[config.mk]
export PLATFORM = sky130hd
export DESIGN_NAME = inst_decode_queue
export DESIGN_NICKNAME = d
export VERILOG_FILES = /design/src/rtl/inst_decode_queue.sv
export SDC_FILE = /design/constraint.sdc
export NUM_CORES = 1
export LEC_CHECK = 0
export CORE_MARGIN = 5
export CORE_UTILIZATION = 53
export DETAILED_ROUTE_END_ITERATION = 10
export HOLD_SLACK_MARGIN = 0.15
export MAX_ROUTING_LAYER = met4
export PLACE_DENSITY = 0.8
export SLEW_MARGIN = 10
export SYNTH_ARGS = -nofsm -noshare
export SYNTH_HDL_FRONTEND = slang
export SYNTH_SLANG_ARGS = --single-unit
export TNS_END_PERCENT = 20
[constraint.sdc]
create_clock -name CLK -period 2.8 [get_ports CLK]
set_clock_uncertainty 0.1 [all_clocks]
set_input_delay 0.56 -clock CLK [delete_from_list [all_inputs] [get_ports CLK]]
set_output_delay 0.56 -clock CLK [all_outputs]
set_load 0.05 [all_outputs]
[src/rtl/inst_decode_queue.sv]
// DEPTH-entry instruction queue between fetch and execute; the head entry is split into MIPS fields.
// Optional stall counter output is enabled by defining INST_DECODE_QUEUE_STALL_CNT_EN.
module inst_decode_queue #(
    parameter int INST_MEM_WIDTH = 2,
    parameter int DEPTH          = 4,
    parameter int CNT_WIDTH      = 16
) (
    input  logic                          CLK,
    input  logic                          reset,
    input  logic                          flush,
    input  logic                          in_valid,
    output logic                          in_ready,
    input  logic [31:0]                   inst,
    input  logic [INST_MEM_WIDTH-1:0]     pc,
    input  logic [INST_MEM_WIDTH-1:0]     pc1,
    input  logic                          distinct,
    output logic                          out_valid,
    input  logic                          out_ready,
    output logic [5:0]                    opcode,
    output logic [4:0]                    rs,
    output logic [4:0]                    rt,
    output logic [4:0]                    rd,
    output logic [4:0]                    sa,
    output logic [5:0]                    funct,
    output logic [15:0]                   immediate,
    output logic [25:0]                   inst_index,
    output logic [INST_MEM_WIDTH-1:0]     pc_next,
    output logic [INST_MEM_WIDTH-1:0]     pc1_next,
    output logic                          distinct_next,
`ifdef INST_DECODE_QUEUE_STALL_CNT_EN
    output logic [CNT_WIDTH-1:0]          stall_cycles,
`endif
    output logic [$clog2(DEPTH+1)-1:0]    count
);

    localparam int CW = $clog2(DEPTH + 1);
    localparam int PW = $clog2(DEPTH);

    logic [31:0]               mem_inst_q     [DEPTH];
    logic [INST_MEM_WIDTH-1:0] mem_pc_q       [DEPTH];
    logic [INST_MEM_WIDTH-1:0] mem_pc1_q      [DEPTH];
    logic                      mem_distinct_q [DEPTH];

    logic [PW-1:0] wr_ptr_q, wr_ptr_d;
    logic [PW-1:0] rd_ptr_q, rd_ptr_d;
    logic [CW-1:0] count_q,  count_d;

    logic enq;
    logic deq;
    logic [31:0] head_inst;

    // Ready is a pure function of occupancy, so a full queue refuses even when draining.
    assign in_ready  = (count_q != CW'(DEPTH));
    assign out_valid = (count_q != '0);
    assign enq       = in_valid && in_ready;
    assign deq       = out_valid && out_ready;
    assign count     = count_q;

    always_comb begin
        wr_ptr_d = wr_ptr_q;
        rd_ptr_d = rd_ptr_q;
        count_d  = count_q;
        if (flush) begin
            wr_ptr_d = '0;
            rd_ptr_d = '0;
            count_d  = '0;
        end else begin
            if (enq) wr_ptr_d = wr_ptr_q + PW'(1);
            if (deq) rd_ptr_d = rd_ptr_q + PW'(1);
            case ({enq, deq})
                2'b10:   count_d = count_q + CW'(1);
                2'b01:   count_d = count_q - CW'(1);
                default: count_d = count_q;
            endcase
        end
    end

    always_ff @(posedge CLK) begin
        if (reset) begin
            wr_ptr_q <= '0;
            rd_ptr_q <= '0;
            count_q  <= '0;
        end else begin
            wr_ptr_q <= wr_ptr_d;
            rd_ptr_q <= rd_ptr_d;
            count_q  <= count_d;
        end
    end

    // A flushed enqueue must not touch storage, so the write is gated by flush too.
    generate
        for (genvar gi = 0; gi < DEPTH; gi++) begin : g_entry
            always_ff @(posedge CLK) begin
                if (reset) begin
                    mem_inst_q[gi]     <= '0;
                    mem_pc_q[gi]       <= '0;
                    mem_pc1_q[gi]      <= '0;
                    mem_distinct_q[gi] <= 1'b0;
                end else if (enq && !flush && (wr_ptr_q == PW'(gi))) begin
                    mem_inst_q[gi]     <= inst;
                    mem_pc_q[gi]       <= pc;
                    mem_pc1_q[gi]      <= pc1;
                    mem_distinct_q[gi] <= distinct;
                end
            end
        end
    endgenerate

    // Empty queue presents all-zero fields, which downstream decodes as a nop.
    assign head_inst     = out_valid ? mem_inst_q[rd_ptr_q]     : 32'd0;
    assign pc_next       = out_valid ? mem_pc_q[rd_ptr_q]       : '0;
    assign pc1_next      = out_valid ? mem_pc1_q[rd_ptr_q]      : '0;
    assign distinct_next = out_valid ? mem_distinct_q[rd_ptr_q] : 1'b0;

    assign opcode     = head_inst[31:26];
    assign rs         = head_inst[25:21];
    assign rt         = head_inst[20:16];
    assign rd         = head_inst[15:11];
    assign sa         = head_inst[10:6];
    assign funct      = head_inst[5:0];
    assign immediate  = head_inst[15:0];
    assign inst_index = head_inst[25:0];

`ifdef INST_DECODE_QUEUE_STALL_CNT_EN
    logic [CNT_WIDTH-1:0] stall_q;

    always_ff @(posedge CLK) begin
        if (reset) begin
            stall_q <= '0;
        end else if (out_valid && !out_ready && (stall_q != {CNT_WIDTH{1'b1}})) begin
            stall_q <= stall_q + CNT_WIDTH'(1);
        end
    end

    assign stall_cycles = stall_q;
`endif

endmodule

---- Word level (Yosys, flattened, before mapping) ----
Memory sizes are Yosys's and may differ from the RTL's. A register that Yosys moved wholly into a read port is not among the register bits.
Index checks and enable logic that the tools add are counted.
storage, ports and cells
  register bits ........................... 7
  bits in writable memories ............... 148
  input bits .............................. 42
  output and inout bits ................... 84
  word-level logic and storage cells ...... 88
  memories kept ........................... 4
memory list
  memory          depth  bits a word  rd ports  clocked after Yosys merged registers in  write ports  line  source
  mem_inst_q      4      32           1         1                                        4            39    logic [31:0] mem_inst_q [DEPTH];
  mem_pc1_q       4      2            1         1                                        4            41    logic [INST_MEM_WIDTH-1:0] mem_pc1_q [DEPTH];
  mem_pc_q        4      2            1         1                                        4            40    logic [INST_MEM_WIDTH-1:0] mem_pc_q [DEPTH];
  mem_distinct_q  4      1            1         1                                        4            42    logic mem_distinct_q [DEPTH];
cells by class
  add/sub/neg operators ................... 4
  eq/ne operators ......................... 6
  muxes and demuxes ....................... 43
  bitwise gates (word level) .............. 16
  reduce and logical (&&, ||, !) cells .... 12
operators by type and width
  kind                                                                 count
  32-bit two-way mux                                                   5
  2-bit two-way mux                                                    18
  1-bit two-way mux                                                    19
  1-bit bitwise OR                                                     16
  1-bit logical AND                                                    7
  2-bit == test (second input constant)                                3
  3-bit case mux with 2 select lines                                   1
  2-bit by 1-bit adder with 2-bit output (second input constant)       2
  2-bit by 1-bit == test with 1-bit output (second input constant)     2
  3-bit by 1-bit adder with 3-bit output (second input constant)       1
  3-bit inequality test (second input constant)                        1
  3-bit nonzero test                                                   1
  3-bit by 1-bit subtractor with 3-bit output (second input constant)  1
  2-bit logical NOT                                                    1
  2-bit nonzero test                                                   1
  2-bit OR reduction                                                   1
  1-bit logical NOT                                                    1

---- Longest topological paths before layout ----
Gate-level depths: netlist of run 1.
  depth after elaboration ................. 8
  mapped depth ............................ 9
  depth with buffers taken out ............ 8

---- Worst setup path after synthesis of run 1 ----
OpenSTA, ideal clock, no wires.
  kind .................................... flip-flop to flip-flop
  start point ............................. register count_q[0], in the netlist count[0]
  end point ............................... memory mem_distinct_q[0] (enable)
  setup time .............................. 0.400 ns
  arrival time ............................ 2.376 ns
  data required time ...................... 2.300 ns
  slack ................................... -0.076 ns
  stages on the path, launching flop included .. 6
  buffers on the path ..................... 2
  clock period less this slack ............ 2.876 ns
  cell sequence ........................... dfxtp_1 > or3b_1 > buf_2 > nand4b_2 > buf_6 > nand2b_1
RTL lines
  element                 line  source
  from (decl)             46    logic [CW-1:0] count_q, count_d;
  from (signal assigned)  86    count_q <= count_d;
  to (decl)               42

==> impl_results.md, run 1 <==
* Status: finished, final reports clean
* Antenna fix cells at 0
* Row count at 43
* Clock buffer depth at 2
* Maxcap violations at 0
* CP cell instances: buf_12 > mux4_2 > nor2b_1 > buf_4
* Prevailing post-synth register cell: edfxtp_1
* Int Power at 4309 uW
* Synth Cell Area at 7401 um2
* Worst-Margin Slew at 0.5164 ns
* Post-detailed-placement half-perimeter wirelength at 9781 um
* Post-CTS sizing at 0
* Sequential-to-total area share from yosys stat at 0.6249
* Cts hold-fix bufs at 0
* Worst Setup End Kind: primary output
* Final setup fails at 0
* CTS clk-pin slew, worst paths at 0.06 ns
* Initial antenna violation count at 0
* Gate count after technology mapping at 540
* Placed Area at 8347 um2
* Post-route cell area at 8949 um2
* H-tree depth at 4
* Num CTS Buffers at 17
* Largest net degree at the start of global routing at 42
* Final setup margin at 0.1324 ns
* Residual DRC at 0
* Grt met1 use at 0.2528
* Reg2reg path depth at 8
* Reg power frac at 0.476
* Vias at 4427
* Worst hold stages at 2
* CP delay by family, top: flip-flops
* GR Overflow Total at 0
* CP Class: register to primary output
* Number of global-route vias before repair at 4593
* Combinational share of power at 0.116
* Die W at 128.2 um
* Max IR drop VDD at 0.4653 mV
* Worst Path Max Fanout at 17
* Nets at 679
* Min-Delay Path Class: register to register
* Synth-to-Final Area Change at 20.91%
* Psw at 1354 uW
* Relative slew slack at 0.6547
* Final Cycle Share at 0.9527
* First-pass DRT Iterations at 4
* RSZ-0062 raised after global routing: false
* Pwr Density at 632.9 nW/um2
* Number of synthesis warnings at 0
* Port bufs at 125
* Post-CTS Setup Inserts at 0
* I/O Pins at 126
* Non-Filler Instances at 824
* Critical-path cell with the highest stage delay: dfxtp_2
* 1st-iter DRT viols at 283
* WL final at 15710 um
* Worst path depth at 4
* Synthesized net count at 588
* Max Fclk at 374.9 MHz
* First-pass GRT wire length at 24380 um
* Post-synth top area cell: edfxtp_1
* Data arrival time of the worst path at 2.01 ns
* Worst Setup Start Kind: register
* Routing usage on met3 at 0.04292
* Vias/cell at 5.373
* Synth cell types at 25
* Clock sink total at 157
* Share of the synthesized area in the top cell type at 0.6005
* Met2 Use GR at 0.3389
* Worst Path Required at 2.14 ns
* Number of synthesized flops with an enable pin at 148
* Sw frac at 0.2392
* Initial Util at 0.5373
* Ys async rst share at 0
* Worst Path Buf+Inv at 2
* Place WS at 0.08199 ns
* CP peak stage delay at 0.60 ns
* Crit path time final at 2.668 ns
* Layout cells sized above 1 at 0.2795
* GRT Total Usage at 0.2032
* Clock network power share at 0.408
* CTS tree: yes
* Synth top area cells: edfxtp_1, mux4_2, nor2_1, buf_4, nand2b_1
* Die footprint at 16430 um2
* Routed Antenna Nets at 0
* Clock latency on the worst-skew pair at 0.42 ns
* Avg WL per Cell at 19.07 um
* Avg Inst Size Synth at 13.71 um2
* Fin. max-slew vios at 0
* Final hold viol count at 0
* P_leak at 0.003288 uW
* Vert. Die Dim at 128.2 um
* Routability cong. at 0.7576
* Leading cell types by count after synthesis: nor2_1, edfxtp_1, buf_4
* Dpl cells at 792
* Root buf cell: clkbuf_16
* Core area at 13770 um2
* Busiest grt layer: met2
* Post-synthesis register bit count at 157
* Final core occ at 0.6497
* TNS Setup at 0 ns
* Leading cell type by number of instances after synthesis: nor2_1
[final timing paths]
path | startpoint | end | slack [ns]
max | register | funct[0] | 0.13
min | rd_ptr_q[1] | register | 0.40
max reg2reg | count[2] | count[2] | 0.18
min reg2reg | rd_ptr_q[1] | register | 0.40
[registers in the layout, indices dropped and copies added, names as in the netlist, named ones only]
| register | flops |
|---|---|
| count | 3 |
| mem_pc1_q | 8 |
| rd_ptr_q | 2 |
| mem_distinct_q | 4 |
| mem_pc_q | 8 |
| mem_inst_q | 128 |
| wr_ptr_q | 2 |
[cells in the final DEF, fill, tap and decap left out, types with 7 or more instances in the layout]
cell / instances
buf_4: 97
mux4_2: 37
edfxtp_1: 148
clkbuf_16: 17
nor2b_1: 38
nand2b_1: 37
nand2_1: 7
nor2_1: 152
dfxtp_1: 7
clkdlybuf4s50_1: 44
[metal layers]
metal / vias up / routed length [um]
met4: 0 / 187
met2: 205 / 8131
met3: 15 / 1342
li1: 2024 / -
met1: 2183 / 6049
met5: - / 0
[power groups by stage]
stage | clock network [uW] | logic (uW) | registers, uW
after floorplan | 0 | 458 | 2740
after global placement | 0 | 653 | 2730
after detailed placement | 0 | 662 | 2750
after CTS | 2340 | 665 | 2700
after global routing | 2430 | 696 | 2710
final | 2310 | 658 | 2700
[cell type report]
class,instances,area [um2]
Timing Repair Buffer,147,1272
Inverter,6,22.52
Clock buffer,18,429.2
Sequential cell,157,4629
Multi-Input combinational cell,302,2203
Fill cell,1020,4825
Clock inverter,14,166.4
Tap cell,180,225.2
[worst register-to-register path: cells and delay by family, from the launching register on]
family,cells,cell delay [ns]
simple gates,3,1.06
fa+ha+maj,2,0.59
flops,1,0.42
xor+xnor,1,0.16
compound gates,1,0.15
buf+inv,1,0.06
[per-stage QoR]
| step | power, uW | hold WS (ns) |
|---|---|---|
| 6_report | 5663 | 0.3952 |
| 3_3_place_gp | 3387 | 0.3669 |
| 5_1_grt | 5835 | 0.4313 |
| 2_1_floorplan | 3198 | 0.3550 |
| 3_5_place_dp | 3407 | 0.3917 |
| 4_1_cts | 5707 | 0.3945 |
[cell families after synthesis]
group | count (synthesis) | share of synthesized area
AO/OA/AOI/OAI | 7 | 0.004733
XOR/XNOR | 2 | 0.002367
adder cells (fa/ha/maj) | 6 | 0.01116
buffers and inverters | 81 | 0.07963
flip-flops | 157 | 0.6249
multiplexers | 39 | 0.1153
AND/OR/NAND/NOR | 248 | 0.1620
No activity file was read; power rests on OpenSTA's default activity.
==> inputs of run 2 (changes only) <==
==> constraint.sdc (replaced) <==
create_clock -name CLK -period 2.8 [get_ports CLK]
set_clock_uncertainty 0.1 [all_clocks]
set_input_delay 0.56 -clock CLK [delete_from_list [all_inputs] [get_ports CLK]]
set_output_delay 0.56 -clock CLK [all_outputs]
set_load 0.005 [all_outputs]
==> impl_results.md, run 2 (same netlist as run 1, synthesis figures left out) <==
* Status: finished, final reports clean
* Vert. Die Dim at 128.2 um (unchanged)
* Fin. max-slew vios at 0 (unchanged)
* Min-Delay Path Class: register to register
* CTS clk-pin slew, worst paths at 0.07 ns (about the same)
* Core area at 13770 um2 (unchanged)
* WL met3 at 1412 um (+5.2%)
* Worst Path Max Fanout at 8 (-9)
* Worst Setup End Kind: primary output
* Routability cong. at 0.7902 (+4.3%)
* First-pass DRT Iterations at 5 (+1)
* Avg WL per Cell at 19.67 um (+3.2%)
* CP cell instances: buf_12 > mux4_2 > nor2b_1 > clkdlybuf4s50_1
* Largest net degree at the start of global routing at 43 (+2.4%)
* Layout cells sized above 1 at 0.1677 (-0.1118)
* Worst-Margin Slew at 0.3488 ns (-0.1676 ns)
* First-pass GRT wire length at 25360 um (+4.0%)
* Clock network power share at 0.428 (+0.020)
* Met2 routed WL at 8576 um (+5.5%)
* WL final at 16330 um (+3.9%)
* Crit path time final at 2.729 ns (+0.06176 ns)
* 1st-iter DRT viols at 407 (+44%)
* WHS at 0.3937 ns (-0.001471 ns)
* Most frequent cells in the layout: nor2_1, edfxtp_1, dlygate4sd2_1, clkdlybuf4s50_1, nor2b_1
* Post-detailed-placement half-perimeter wirelength at 10160 um (+3.8%)
* Largest Register: mem_inst_q
* I/O Pins at 126 (unchanged)
* Die footprint at 16430 um2 (unchanged)
* Sw frac at 0.2193 (-0.01985)
* Final setup fails at 0 (unchanged)
* Final core occ at 0.6688 (+0.01908)
* Biggest registers after layout: mem_inst_q: 128 flops, mem_pc1_q: 8 flops, mem_pc_q: 8 flops
* Uppermost routed layer: met4
* CP peak stage delay at 0.49 ns (-0.11 ns)
* Int Power at 4321 uW (+0.28%)
* Nets at 685 (+0.88%)
* Max Fclk at 366.4 MHz (-2.3%)
* Root buf cell: clkbuf_16
* Dpl cells at 797 (+0.63%)
* Post-Route M1 WL at 6118 um (+1.1%)
* Maxcap violations at 0 (unchanged)
* Vias/cell at 5.469 (+1.8%)
* Number of global-route vias before repair at 4771 (+3.9%)
* Reg power frac at 0.487 (+0.011)
* Synth-to-Final Area Change at 24.46%
* Pwr Density at 600.9 nW/um2 (-5.1%)
* GR Overflow Total at 0 (unchanged)
* Max IR drop VDD at 0.3928 mV (-16%)
* Num CTS Buffers at 17 (unchanged)
* Worst Setup Start Kind: register
* GRT Total Usage at 0.2090 (+0.005759)
* Die W at 128.2 um (unchanged)
* Worst Path Required at 2.14 ns (about the same)
* Initial Util at 0.5373 (unchanged)
* Psw at 1214 uW (-10%)
* Most common cell after layout, fill and taps aside: nor2_1
* CTS tree: yes
* Clock latency on the worst-skew pair at 0.41 ns (about the same)
* Clock sink total at 157 (unchanged)
* Row count at 43 (unchanged)
* Combinational share of power at 0.085 (-0.031)
* Port bufs at 125 (unchanged)
* CP Class: register to primary output
* Critical-path cell with the highest stage delay: mux4_2
* Initial antenna violation count at 0 (unchanged)
* Relative slew slack at 0.7666 (+0.1119)
* Non-Filler Instances at 830 (+0.73%)
* Number of flip-flops in the largest register at 128 (unchanged)
* Final Cycle Share at 0.9748 (+0.02206)
* Antenna fix cells at 0 (unchanged)
* Data arrival time of the worst path at 2.07 ns (+0.06 ns)
* P_leak at 0.003817 uW (+16%)
* H-tree depth at 4 (unchanged)
* Residual DRC at 0 (unchanged)
* Final hold viol count at 0 (unchanged)
* Routed Antenna Nets at 0 (unchanged)
* Clock buffer depth at 2 (unchanged)
* Cts hold-fix bufs at 0 (unchanged)
* Vias at 4539 (+2.5%)
-- run 2: timing repair --
item | in CTS | in global routing
buffers inserted | 0 | 0
gates resized for setup | 58 | 26
endpoints found under the setup margin | 78 | 24
gates cloned | 0 | 1
-- run 2: critical path: cells and delay by family, from the launching register on --
| kind | cells | cell delay, ns |
|---|---|---|
| buffers and inverters | 2 | 0.60 |
| flip-flops | 1 | 0.42 |
| AND/OR/NAND/NOR | 1 | 0.14 |
| multiplexers | 1 | 0.49 |
-- run 2: final cells by class --
class | count | area (um2)
clock buffers | 17 | 425.4
clock inverters | 15 | 185.2
fillers | 1027 | 4562
inverters | 6 | 22.52
multi-input cells | 302 | 2203
flip-flops and latches | 157 | 4629
well taps | 180 | 225.2
repair buffers | 153 | 1520
-- run 2: stage by stage --
stage / power [uW] / setup WS [ns] / instance area (um2) / TNS [ns]
global placement: 3223 / 0.1863 / 8557 / 0
global route: 5710 / -0.003600 / 9211 / -0.006099
floorplan: 3013 / 0.4280 / 7401 / 0
finish: 5535 / 0.07063 / 9211 / 0
detailed placement: 3243 / 0.1041 / 8557 / 0
CTS: 5559 / -0.02462 / 9114 / -0.07436
-- run 2: final timing paths --
check                                  from     endpoint  slack [ns]  cells after the start
worst max-delay path               register   pc_next[0]        0.07                      4
worst min-delay path            rd_ptr_q[0]  rd_ptr_q[0]        0.39                      2
worst max register to register     count[2]     count[2]        0.24                      8
worst min register to register  rd_ptr_q[0]  rd_ptr_q[0]        0.39                      2
-- run 2: metal layers --
| metal | track usage | vias to the layer above |
|---|---|---|
| met5 | - | - |
| met3 | 0.04667 | 18 |
| met4 | 0.04682 | 0 |
| li1 | - | 2042 |
| met1 | 0.2563 | 2251 |
| met2 | 0.3577 | 228 |
-- run 2: power groups by stage --
stage	combinational, uW	clock, uW	sequential (uW)
6_report	470	2370	2700
3_3_place_gp	487	0	2740
4_1_cts	476	2390	2700
5_1_grt	508	2500	2710
3_5_place_dp	497	0	2750
2_1_floorplan	276	0	2740
==> inputs of run 3 (changes only) <==
--- a/config.mk
+++ b/config.mk
@@ -10,7 +10,7 @@
 export DETAILED_ROUTE_END_ITERATION = 10
 export HOLD_SLACK_MARGIN = 0.15
 export MAX_ROUTING_LAYER = met4
-export PLACE_DENSITY = 0.8
+export PLACE_DENSITY = 0.76
 export SLEW_MARGIN = 10
 export SYNTH_ARGS = -nofsm -noshare
 export SYNTH_HDL_FRONTEND = slang
==> impl_results.md, run 3 (same netlist as run 1, synthesis figures left out) <==
* Status: finished, final reports clean
* GR Overflow Total at 0 (unchanged)
* Max Fclk at 363.9 MHz (-0.69%)
* Antenna fix cells at 0 (unchanged)
* CTS clk-pin slew, worst paths at 0.06 ns (about the same)
* Port bufs at 125 (unchanged)
* Placed Area at 8542 um2 (-0.18%)
* Biggest registers after layout: mem_inst_q: 128 flops, mem_pc1_q: 8 flops, mem_pc_q: 8 flops
* Pwr Density at 607.4 nW/um2 (+1.1%)
* Worst Setup End Kind: primary output
* Row count at 43 (unchanged)
* Final Cycle Share at 0.9816 (+0.006775)
* Cts hold-fix bufs at 0 (unchanged)
* Clock buffer depth at 2 (unchanged)
* Vert. Die Dim at 128.2 um (unchanged)
* Number of flip-flops in the largest register at 128 (unchanged)
* Crit path time final at 2.748 ns (+0.01897 ns)
* Most common cell after layout, fill and taps aside: nor2_1
* 1st-iter DRT viols at 463 (+14%)
* Max IR drop VDD at 0.3933 mV (+0.12%)
* Initial Util at 0.5373 (unchanged)
* First-pass GRT wire length at 24860 um (-2.0%)
* Initial antenna violation count at 0 (unchanged)
* First-pass DRT Iterations at 4 (-1)
* Routability cong. at 0.7495 (-5.2%)
* Nets at 676 (-1.3%)
* Relative slew slack at 0.6696 (-0.09698)
* Final setup fails at 0 (unchanged)
* Avg WL per Cell at 18.97 um (-3.6%)
* Vias/cell at 5.348 (-2.2%)
* GRT Total Usage at 0.2075 (-0.001470)
* Worst Path Required at 2.14 ns (about the same)
* Data arrival time of the worst path at 2.09 ns (+0.02 ns)
* P_leak at 0.003653 uW (-4.3%)
* Post-detailed-placement half-perimeter wirelength at 9335 um (-8.1%)
* Die W at 128.2 um (unchanged)
* Final hold viol count at 0 (unchanged)
* Worst Setup Start Kind: register
* CP Class: register to primary output
* Num CTS Buffers at 17 (unchanged)
* Routed Antenna Nets at 0 (unchanged)
* Tot Pwr at 5590 uW (+0.99%)
* H-tree depth at 4 (unchanged)
* CTS tree: yes
* Maxcap violations at 0 (unchanged)
* Die footprint at 16430 um2 (unchanged)
* FF+latch area at 4632 um2 (about the same)
* Post-route cell area at 9203 um2 (about the same)
* Largest net degree at the start of global routing at 38 (-12%)
* WL final at 15570 um (-4.6%)
* Residual DRC at 0 (unchanged)
* I/O Pins at 126 (unchanged)
* Core area at 13770 um2 (unchanged)
* Largest Register: mem_inst_q
* Multi-input logic area at 2211 um2 (+0.34%)
* Vias at 4391 (-3.3%)
* Final core occ at 0.6682 (about the same)
* Fin. max-slew vios at 0 (unchanged)
* Final setup margin at 0.05166 ns (-0.01897 ns)
* Place WS at 0.08589 ns (-0.01818 ns)
* Layout cells sized above 1 at 0.1560 (-0.01169)
* Most frequent cells in the layout: nor2_1, edfxtp_1, clkdlybuf4s50_1, dlygate4sd2_1
* Clock sink total at 157 (unchanged)
* Min-Delay Path Class: register to register
* RSZ-0062 raised after global routing: true
* Worst Path Max Fanout at 9 (+1)
* Root buf cell: clkbuf_16
* Synth-to-Final Area Change at 24.34% (about the same)
* Clock latency on the worst-skew pair at 0.42 ns (about the same)
* Worst-Margin Slew at 0.4956 ns (+0.1468 ns)
* Number of global-route vias before repair at 4752 (-0.40%)
* # fillers at 1032 (+0.49%)
run 3: per-stage QoR:
| step | hold WS [ns] | setup TNS [ns] | cells |
|---|---|---|---|
| 2_1_floorplan | 0.3550 | 0 | 540 |
| 3_3_place_gp | 0.3663 | 0 | 787 |
| 3_5_place_dp | 0.3988 | 0 | 787 |
| 4_1_cts | 0.4052 | -0.3750 | 820 |
| 5_1_grt | 0.4282 | -0.04585 | 821 |
| 6_report | 0.4066 | 0 | 821 |
run 3: repair_timing:
item	in CTS	in global routing
setup endpoints to repair	79	24
setup buffers	0	1
gates resized for setup	61	18
cloned	1	0
pin swaps	0	0
run 3: layout make-up:
class                      count  area share
inverter                       6    0.002447
clock buffer                  18     0.04663
clock inverter                14     0.02162
sequential                   157      0.5033
timing repair buffer         144      0.1613
tap                          180     0.02447
multi-input combinational    302      0.2402
run 3: final timing paths:
path,from,slack [ns],end,cells past startpoint
setup / recovery,register,0.05,funct[1],4
hold / removal,wr_ptr_q[1],0.41,wr_ptr_q[1],2
setup reg to reg,count[2],0.21,count[2],8
hold reg to reg,wr_ptr_q[1],0.41,wr_ptr_q[1],2
run 3: per-layer routing:
metal,global-route usage,up-vias,part of all wire
li1,-,2028,-
met1,0.2617,2139,0.38
met4,0.06242,0,0.012
met2,0.3447,209,0.52
met3,0.03917,15,0.088
met5,-,-,0
run 3: critical path: stages (launching register included):
cell,delay [ns]
dfxtp_4,0.39
buf_12,0.15
mux4_2,0.51
nor2b_1,0.17
clkdlybuf4s50_1,0.45
run 3: power by group:
group | switching (uW) | total [uW] | internal [uW]
clock network | 863 | 2430 | 1560
logic | 229 | 468 | 238
registers | 29.1 | 2690 | 2670
